$ cat src/rtl/mode_pkg.sv
// Shared mode encoding and datapath width for the mode controller and the display output selector.
package mode_pkg;

   localparam int VAL_W = 4;

   typedef enum logic [1:0] {
      MODE_OFF       = 2'b00,
      MODE_TIMER     = 2'b01,
      MODE_CLOCK     = 2'b10,
      MODE_STOPWATCH = 2'b11
   } mode_t;

   // Each press moves to the next mode; the wrap from STOPWATCH returns to TIMER, never to OFF.
   function automatic mode_t next_mode(input mode_t m);
      case (m)
         MODE_OFF:       return MODE_TIMER;
         MODE_TIMER:     return MODE_CLOCK;
         MODE_CLOCK:     return MODE_STOPWATCH;
         default:        return MODE_TIMER;
      endcase
   endfunction

endpackage

$ cat src/rtl/btn_debounce.sv
// Button synchroniser plus saturating run-length counter; emits one press pulse per debounced press.
module btn_debounce #(
   parameter int DEBOUNCE_CYCLES = 4
) (
   input  logic clk,
   input  logic n_rst,
   input  logic btn,
   output logic press
);

   localparam logic [7:0] CNT_LAST = 8'(DEBOUNCE_CYCLES - 1);

   logic [1:0] r_sync;
   logic [7:0] r_cnt;

   // NOTE: sequential state uses non-blocking assignments so every flop samples pre-edge values.
   always_ff @(posedge clk) begin
      if (!n_rst) begin
         r_sync <= '0;
         r_cnt  <= '0;
      end else begin
         r_sync <= {r_sync[0], btn};
         if (!r_sync[1])
            r_cnt <= '0;
         else if (r_cnt != 8'hFF)
            r_cnt <= r_cnt + 8'd1;
      end
   end

   // High only on the edge where the count reaches DEBOUNCE_CYCLES, so a held button fires once.
   assign press = r_sync[1] && (r_cnt == CNT_LAST);

endmodule

$ cat src/rtl/mode_select_ctrl.sv
// Mode FSM driving the selector's select code, plus per-mode holding registers fed by a valid/ready entry port.
module mode_select_ctrl
   import mode_pkg::*;
#(
   parameter int DEBOUNCE_CYCLES = 4
) (
   input  logic             clk,
   input  logic             n_rst,
   input  logic             mode_btn,
   input  logic [VAL_W-1:0] data_in,
   input  logic             data_valid,
   output logic             data_ready,
   output logic [1:0]       select,
   output logic [VAL_W-1:0] timer_val,
   output logic [VAL_W-1:0] clock_val,
   output logic [VAL_W-1:0] stopwatch_val,
   output logic             load_timer,
   output logic             load_clock,
   output logic             load_stopwatch
);

   mode_t            r_state;
   mode_t            w_next_state;
   logic             w_press;
   logic             w_data_ready;
   logic             w_wr_timer;
   logic             w_wr_clock;
   logic             w_wr_stopwatch;
   logic [VAL_W-1:0] r_timer_val;
   logic [VAL_W-1:0] r_clock_val;
   logic [VAL_W-1:0] r_stopwatch_val;
   logic             r_load_timer;
   logic             r_load_clock;
   logic             r_load_stopwatch;

   btn_debounce #(
      .DEBOUNCE_CYCLES(DEBOUNCE_CYCLES)
   ) u_btn_debounce (
      .clk  (clk),
      .n_rst(n_rst),
      .btn  (mode_btn),
      .press(w_press)
   );

   always_ff @(posedge clk) begin
      if (!n_rst)
         r_state <= MODE_OFF;
      else
         r_state <= w_next_state;
   end

   // NOTE: every output of this block gets a default first, so no path can infer a latch.
   always_comb begin
      w_next_state   = r_state;
      w_data_ready   = 1'b0;
      w_wr_timer     = 1'b0;
      w_wr_clock     = 1'b0;
      w_wr_stopwatch = 1'b0;
      if (w_press)
         w_next_state = next_mode(r_state);
      case (r_state)
         MODE_TIMER: begin
            w_data_ready = 1'b1;
            w_wr_timer   = data_valid;
         end
         MODE_CLOCK: begin
            w_data_ready = 1'b1;
            w_wr_clock   = data_valid;
         end
         MODE_STOPWATCH: begin
            w_data_ready   = 1'b1;
            w_wr_stopwatch = data_valid;
         end
         default: ;
      endcase
   end

   // Writes target the pre-advance mode; a coincident reset discards the transfer entirely.
   always_ff @(posedge clk) begin
      if (!n_rst) begin
         r_timer_val      <= '0;
         r_clock_val      <= '0;
         r_stopwatch_val  <= '0;
         r_load_timer     <= 1'b0;
         r_load_clock     <= 1'b0;
         r_load_stopwatch <= 1'b0;
      end else begin
         r_load_timer     <= w_wr_timer;
         r_load_clock     <= w_wr_clock;
         r_load_stopwatch <= w_wr_stopwatch;
         if (w_wr_timer)     r_timer_val     <= data_in;
         if (w_wr_clock)     r_clock_val     <= data_in;
         if (w_wr_stopwatch) r_stopwatch_val <= data_in;
      end
   end

   assign select         = r_state;
   assign data_ready     = w_data_ready;
   assign timer_val      = r_timer_val;
   assign clock_val      = r_clock_val;
   assign stopwatch_val  = r_stopwatch_val;
   assign load_timer     = r_load_timer;
   assign load_clock     = r_load_clock;
   assign load_stopwatch = r_load_stopwatch;

endmodule
$ cat config.mk
export PLATFORM = sky130hd
export DESIGN_NAME = mode_select_ctrl
export DESIGN_NICKNAME = d
export VERILOG_FILES = /design/src/rtl/mode_pkg.sv /design/src/rtl/btn_debounce.sv /design/src/rtl/mode_select_ctrl.sv
export SDC_FILE = /design/constraint.sdc
export NUM_CORES = 1
export LEC_CHECK = 0
export CORE_AREA = 8 8 61 63
export DETAILED_ROUTE_END_ITERATION = 7
export DIE_AREA = 0 0 69 71
export PLACE_DENSITY = 0.79
export SYNTH_ARGS = -nofsm -noshare
export SYNTH_HDL_FRONTEND = slang
export SYNTH_SLANG_ARGS = --single-unit
export TNS_END_PERCENT = 20
$ cat constraint.sdc
create_clock -name clk -period 1.3 [get_ports clk]
set_input_delay 0.325 -clock clk [delete_from_list [all_inputs] [get_ports clk]]
set_output_delay 0.325 -clock clk [all_outputs]
set_load 0.01 [all_outputs]
======== After elaboration in Yosys (flattened, before gate mapping) ========
Index checks and enable logic that the tools add are counted.
Widths: inputs -> output; s select.
operators by class
  add/subtract/negate cells ............... 1
  equal/unequal tests ..................... 5
  multiplexer cells ....................... 5
  reduce and logical (&&, ||, !) cells .... 3
operators with widths
  kind                 number
  $add 8x1->8 const B  1
  $eq 8x2->1 const B   1
  $ne 8x8->1 const B   1
  $eq 2x2->1 const B   2
  $mux 1               4
  $pmux 2 s2           1
  $reduce_or 3->1      1
  $eq 2x1->1 const B   1
  $reduce_and 2->1     1
  $logic_and 1x1->1    1
word-level totals
  bits in registers ....................... 27
  input bits .............................. 8
  output and inout bits ................... 18
  word-level logic and storage cells ...... 23

======== Depth between registers and ports, before layout ========
  depth after elaboration ................. 3
  mapped depth ............................ 5
  mapped depth without buffers ............ 5

======== Modules after synthesis ========
A second synthesis with hierarchy kept.
unflattened totals
  cell total of the unflattened synthesis .. 117
  area total of the unflattened synthesis .. 1113.6 µm²
modules (own cells, without submodules)
  module            times used  cells each  area each (µm²)  sequential area each (µm²)
  mode_select_ctrl  1           64          655.6            340.3
  btn_debounce      1           53          457.9            200.2

======== Worst setup path before layout ========
OpenSTA, ideal clock, no wires.
  path type ............................... register -> register
  start point ............................. register u_btn_debounce.r_cnt[0]
  end point ............................... register r_state[0] (netlist: select[0])
  library setup time ...................... 91 ps
  arrival time ............................ 1167 ps
  required time ........................... 1209 ps
  slack ................................... 42 ps
  stages on the path, launching flop included .. 6
  path buffers ............................ 1
  clock period less this slack ............ 1258 ps
  cells stage by stage .................... dfxtp_1 > ha_1 > buf_2 > and4bb_2 > a21oi_1 > a311oi_1
on the way
  cells in the longest elaborated chain, start to end .. 2
RTL lines
  item                    RTL line                source
  start, declared         btn_debounce.sv:14      logic [7:0] r_cnt;
  start signal, assigned  btn_debounce.sv:26      r_cnt <= r_cnt + 8'd1;
  $eq 8x2->1              btn_debounce.sv:31      assign press = r_sync[1] && (r_cnt == CNT_LAST);
  $logic_and 1x1->1       btn_debounce.sv:31
  end signal, assigned    mode_select_ctrl.sv:49  r_state <= w_next_state;
  end, declared           mode_select_ctrl.sv:22  mode_t r_state;
No other way between the ends.
A chain may end at the register's enable or synchronous reset.

======== Final worst setup path ========
  start point ............................. register r_state[0] (netlist: select[0])
  end point ............................... output data_ready
on the way
  cells in the longest elaborated chain, start to end .. 3
  elaborated cells on any way between the ends .. 5
  classes of those cells .................. 3 x eq/ne; 1 x mux; 1 x reduce/logical
RTL lines
  item                                      RTL line                source
  $eq 2x2->1 or $eq 2x1->1 (tied branches)  mode_select_ctrl.sv:61  case (r_state)
  $reduce_or 3->1 (no source line) (*)      --
  $mux 1 (*)                                mode_select_ctrl.sv:61
  end, declared                             mode_select_ctrl.sv:12  output logic data_ready,
Mark *: on every way between the ends. The rest lies on a longest branch, timed or not.

==> reports/metrics.csv <==
metric;value;unit
yosysUniqueCellTypes;30;
grt_max_degree;17;
crit_buf_inv;3;
synth-main-ff-cell;dfxtp_1;
syn_area_per_cell;8.86;µm²
layoutNonFillerInstCount;200;
grtUsageTotal;11.4;%
intPower;988;µW
synth_warnings;0;
synthArstFlopShare;0;%
clk_pin_slew_worst_paths;0.15;ns
vias;1078;
dr.pass1.iters;4;
clock_sinks;27;
n_antenna_cell;0;
overflow;0;
required;0.98;ns
clock_tree.htree_level_count;1;
ctsHoldBuffers;0;
peakVddDrop;682;µV
crit_family;flip-flops;
drt_drc_violations_left;0;
crit_path_end_kind;output pin;
ys_seq_area_share;47.7;%
fmax;738;MHz
die_w;69;µm
dp_slack;-0.194;ns
post-dp-hpwl;2.20;mm
worst_pin_slew;0.281;ns
r2r_cells;4;
syn_nets;141;
wl_per_cell;14.4;µm
antenna_found_initial;0;
io-pin-count;26;
fillCellCount;258;
outcome;finished with violations;
dp_cells;194;
synth_edf_count;0;
violations;setup timing;
crit_chain;inv_2, ha_4, inv_2, buf_6;
nets;181;
powerDensity;803;mW/mm²
postRouteAntennaNets;0;
die_y;71;µm
finalHoldViolations;0;
post-route-min-period;1.36;ns
p_sw;279;µW
slowest_stage;dfxtp_2;
slew_violations;0;
grt_pass1_wl;4.89;mm
comb_power_share;5.5;%
switching_share;22.0;%
clock_latency;0.32;ns
crit_type;register to output pin;
timing.final.ws_setup;-0.0551;ns
hp-class;register to register;
ys_top_cells_by_area;dfxtp_1 (48%), a21oi_1 (8.4%), nand3_1 (7.5%);
synth_area;0.00113;mm²
p_leak;0.625;nW
via_per_inst;5.39;
gp_congestion;0.830;
synth_top_area_cell;dfxtp_1;
power_frac_seq;65.8;%
max-slew-margin-rel;81.1;%
syn_to_final_growth;39.3;%
synth_most_common_cell;dfxtp_1;
cpMostUsedCell;inv_2;
wirelength;2.88;mm
finalSetupTns;-0.0551;ns
synth_commonest_cells;dfxtp_1 (27), a21oi_1 (19), nand2_1 (17), nand3_1 (17);
clock_path_buffers;2;
start_util;39.7;%
endpoint;data_ready;
drt_iter0_drc;38;
first_global_vias;1105;
cp.depth;4;
yosysTopAreaCellShare;47.7;%
cts_tree;built;
startpoint;select[0]$_SDFFE_PN0P_;
num_rows;20;
start_kind;register;
skew;0.00431;ns
cp.arrival;1.03;ns
synth_seq_cells;27;
worstReg2RegStart;u_btn_debounce.r_cnt[1]$_SDFFE_PN0P_;
post-route-period-util;104;%
r2r_end;select[0]$_SDFFE_PN0P_;
io_buffer_count;25;
cts_root_buf;clkbuf_4;
syn-instance-count;128;
die_area;0.00490;mm²
cts_made_buffers;3;
core_area;0.00285;mm²
drive_gt1_share;32.3;%
slowest_delay;0.36;ns
rrSetupSlack;0.04;ns
rsz0062_at_grt;yes;
crit_fanout;2;
power_frac_clock;28.7;%
cap_violations;0;
setup_violations;1;
-- layout make-up --
class	count	area, µm²	share of cell area (%)
Timing Repair Buffer	41	349	22.1
Multi-Input combinational cell	91	592	37.5
Inverter	4	15.0	0.951
Sequential cell	27	552	34.9
Tap cell	33	41.3	2.61
Clock inverter	1	7.51	0.475
Clock buffer	3	22.5	1.43
-- power groups by stage --
stage               clock network, mW  logic [mW]  registers (mW)
floorplan                           0      0.0186           0.851
global placement                    0      0.0666           0.851
detailed placement                  0      0.0682           0.852
CTS                             0.372      0.0687           0.834
global route                    0.406      0.0743           0.835
finish                          0.363      0.0700           0.834
-- worst min-delay path: stages, from the launching register on --
cell,delay (ns)
dfxtp_1,0.34
nand2_1,0.05
a21oi_1,0.05
-- kinds of logic after synthesis --
| logic type | Yosys count | synth area share (%) |
|---|---|---|
| AOI/OAI and AO/OA | 27 | 13.5 |
| adders and majority gates | 5 | 5.52 |
| buffers and inverters | 10 | 3.97 |
| DFF | 27 | 47.7 |
| muxes | 1 | 0.883 |
| and+or+nand+nor | 58 | 28.5 |
-- cell usage in the layout (no fill, tap or decap), types with 2 or more instances in the layout --
master / netlist / final
clkbuf_2: 0 / 7
buf_4: 1 / 15
nand4_1: 2 / 2
ha_1: 5 / 2
ha_4: 0 / 2
clkbuf_4: 0 / 3
buf_6: 0 / 3
and3_1: 5 / 5
a21oi_1: 19 / 18
clkdlybuf4s50_1: 0 / 7
dlygate4sd2_1: 0 / 2
nor3_1: 5 / 5
nand2_2: 0 / 2
clkdlybuf4s15_1: 0 / 6
dfxtp_2: 0 / 9
inv_2: 0 / 3
nand3_1: 17 / 17
a31oi_1: 2 / 2
and2_1: 3 / 3
nand2_1: 17 / 15
dfxtp_1: 27 / 18
-- sequential cells by signal, indices dropped and copies added, names as in the netlist --
| signal | flops |
|---|---|
| u_btn_debounce.r_cnt | 8 |
| clock_val | 4 |
| stopwatch_val | 4 |
| timer_val | 4 |
| select | 2 |
| u_btn_debounce.r_sync | 2 |
| load_clock | 1 |
| load_stopwatch | 1 |
| load_timer | 1 |
-- timing repair --
action / 4_1_cts / 5_1_grt
pin swaps: 2 / 4
hold endpoints to repair: 0 / 0
setup buffers: 0 / 2
gates resized for setup: 39 / 33
setup endpoints to repair: 19 / 26
gates cloned: 0 / 0
-- per-layer routing --
metal / up-vias / part of all wire, % / global-route usage (%)
met5: - / 0 / 0
met4: 0 / 1.0 / 2.96
met3: 5 / 4.9 / 3.64
met2: 24 / 55 / 23.1
met1: 513 / 39 / 10.7
li1: 536 / - / -
-- through the flow --
step	hold WS (ns)	total power [mW]	cell area (µm²)	utilization [%]
3_3_place_gp	0.428	0.918	1510	53.0
6_report	0.461	1.27	1580	55.4
3_5_place_dp	0.432	0.920	1510	53.0
2_1_floorplan	0.412	0.870	1130	-
5_1_grt	0.488	1.31	1580	55.4
4_1_cts	0.464	1.27	1540	53.9
-- worst min-delay path by stage --
stage,from,end,slack (ns),cells past startpoint
after floorplan,u_btn_debounce.r_sync[0]$_SDFF_PN0_,u_btn_debounce.r_sync[1]$_SDFF_PN0_,0.41,1
after global placement,u_btn_debounce.r_sync[0]$_SDFF_PN0_,u_btn_debounce.r_sync[1]$_SDFF_PN0_,0.43,1
after detailed placement,u_btn_debounce.r_sync[0]$_SDFF_PN0_,u_btn_debounce.r_sync[1]$_SDFF_PN0_,0.43,1
after CTS,clock_val[3]$_SDFFE_PN0P_,clock_val[3]$_SDFFE_PN0P_,0.46,2
after global routing,clock_val[0]$_SDFFE_PN0P_,clock_val[0]$_SDFFE_PN0P_,0.49,2
final,clock_val[3]$_SDFFE_PN0P_,clock_val[3]$_SDFFE_PN0P_,0.46,2
Power figures use the tool's default switching activity.
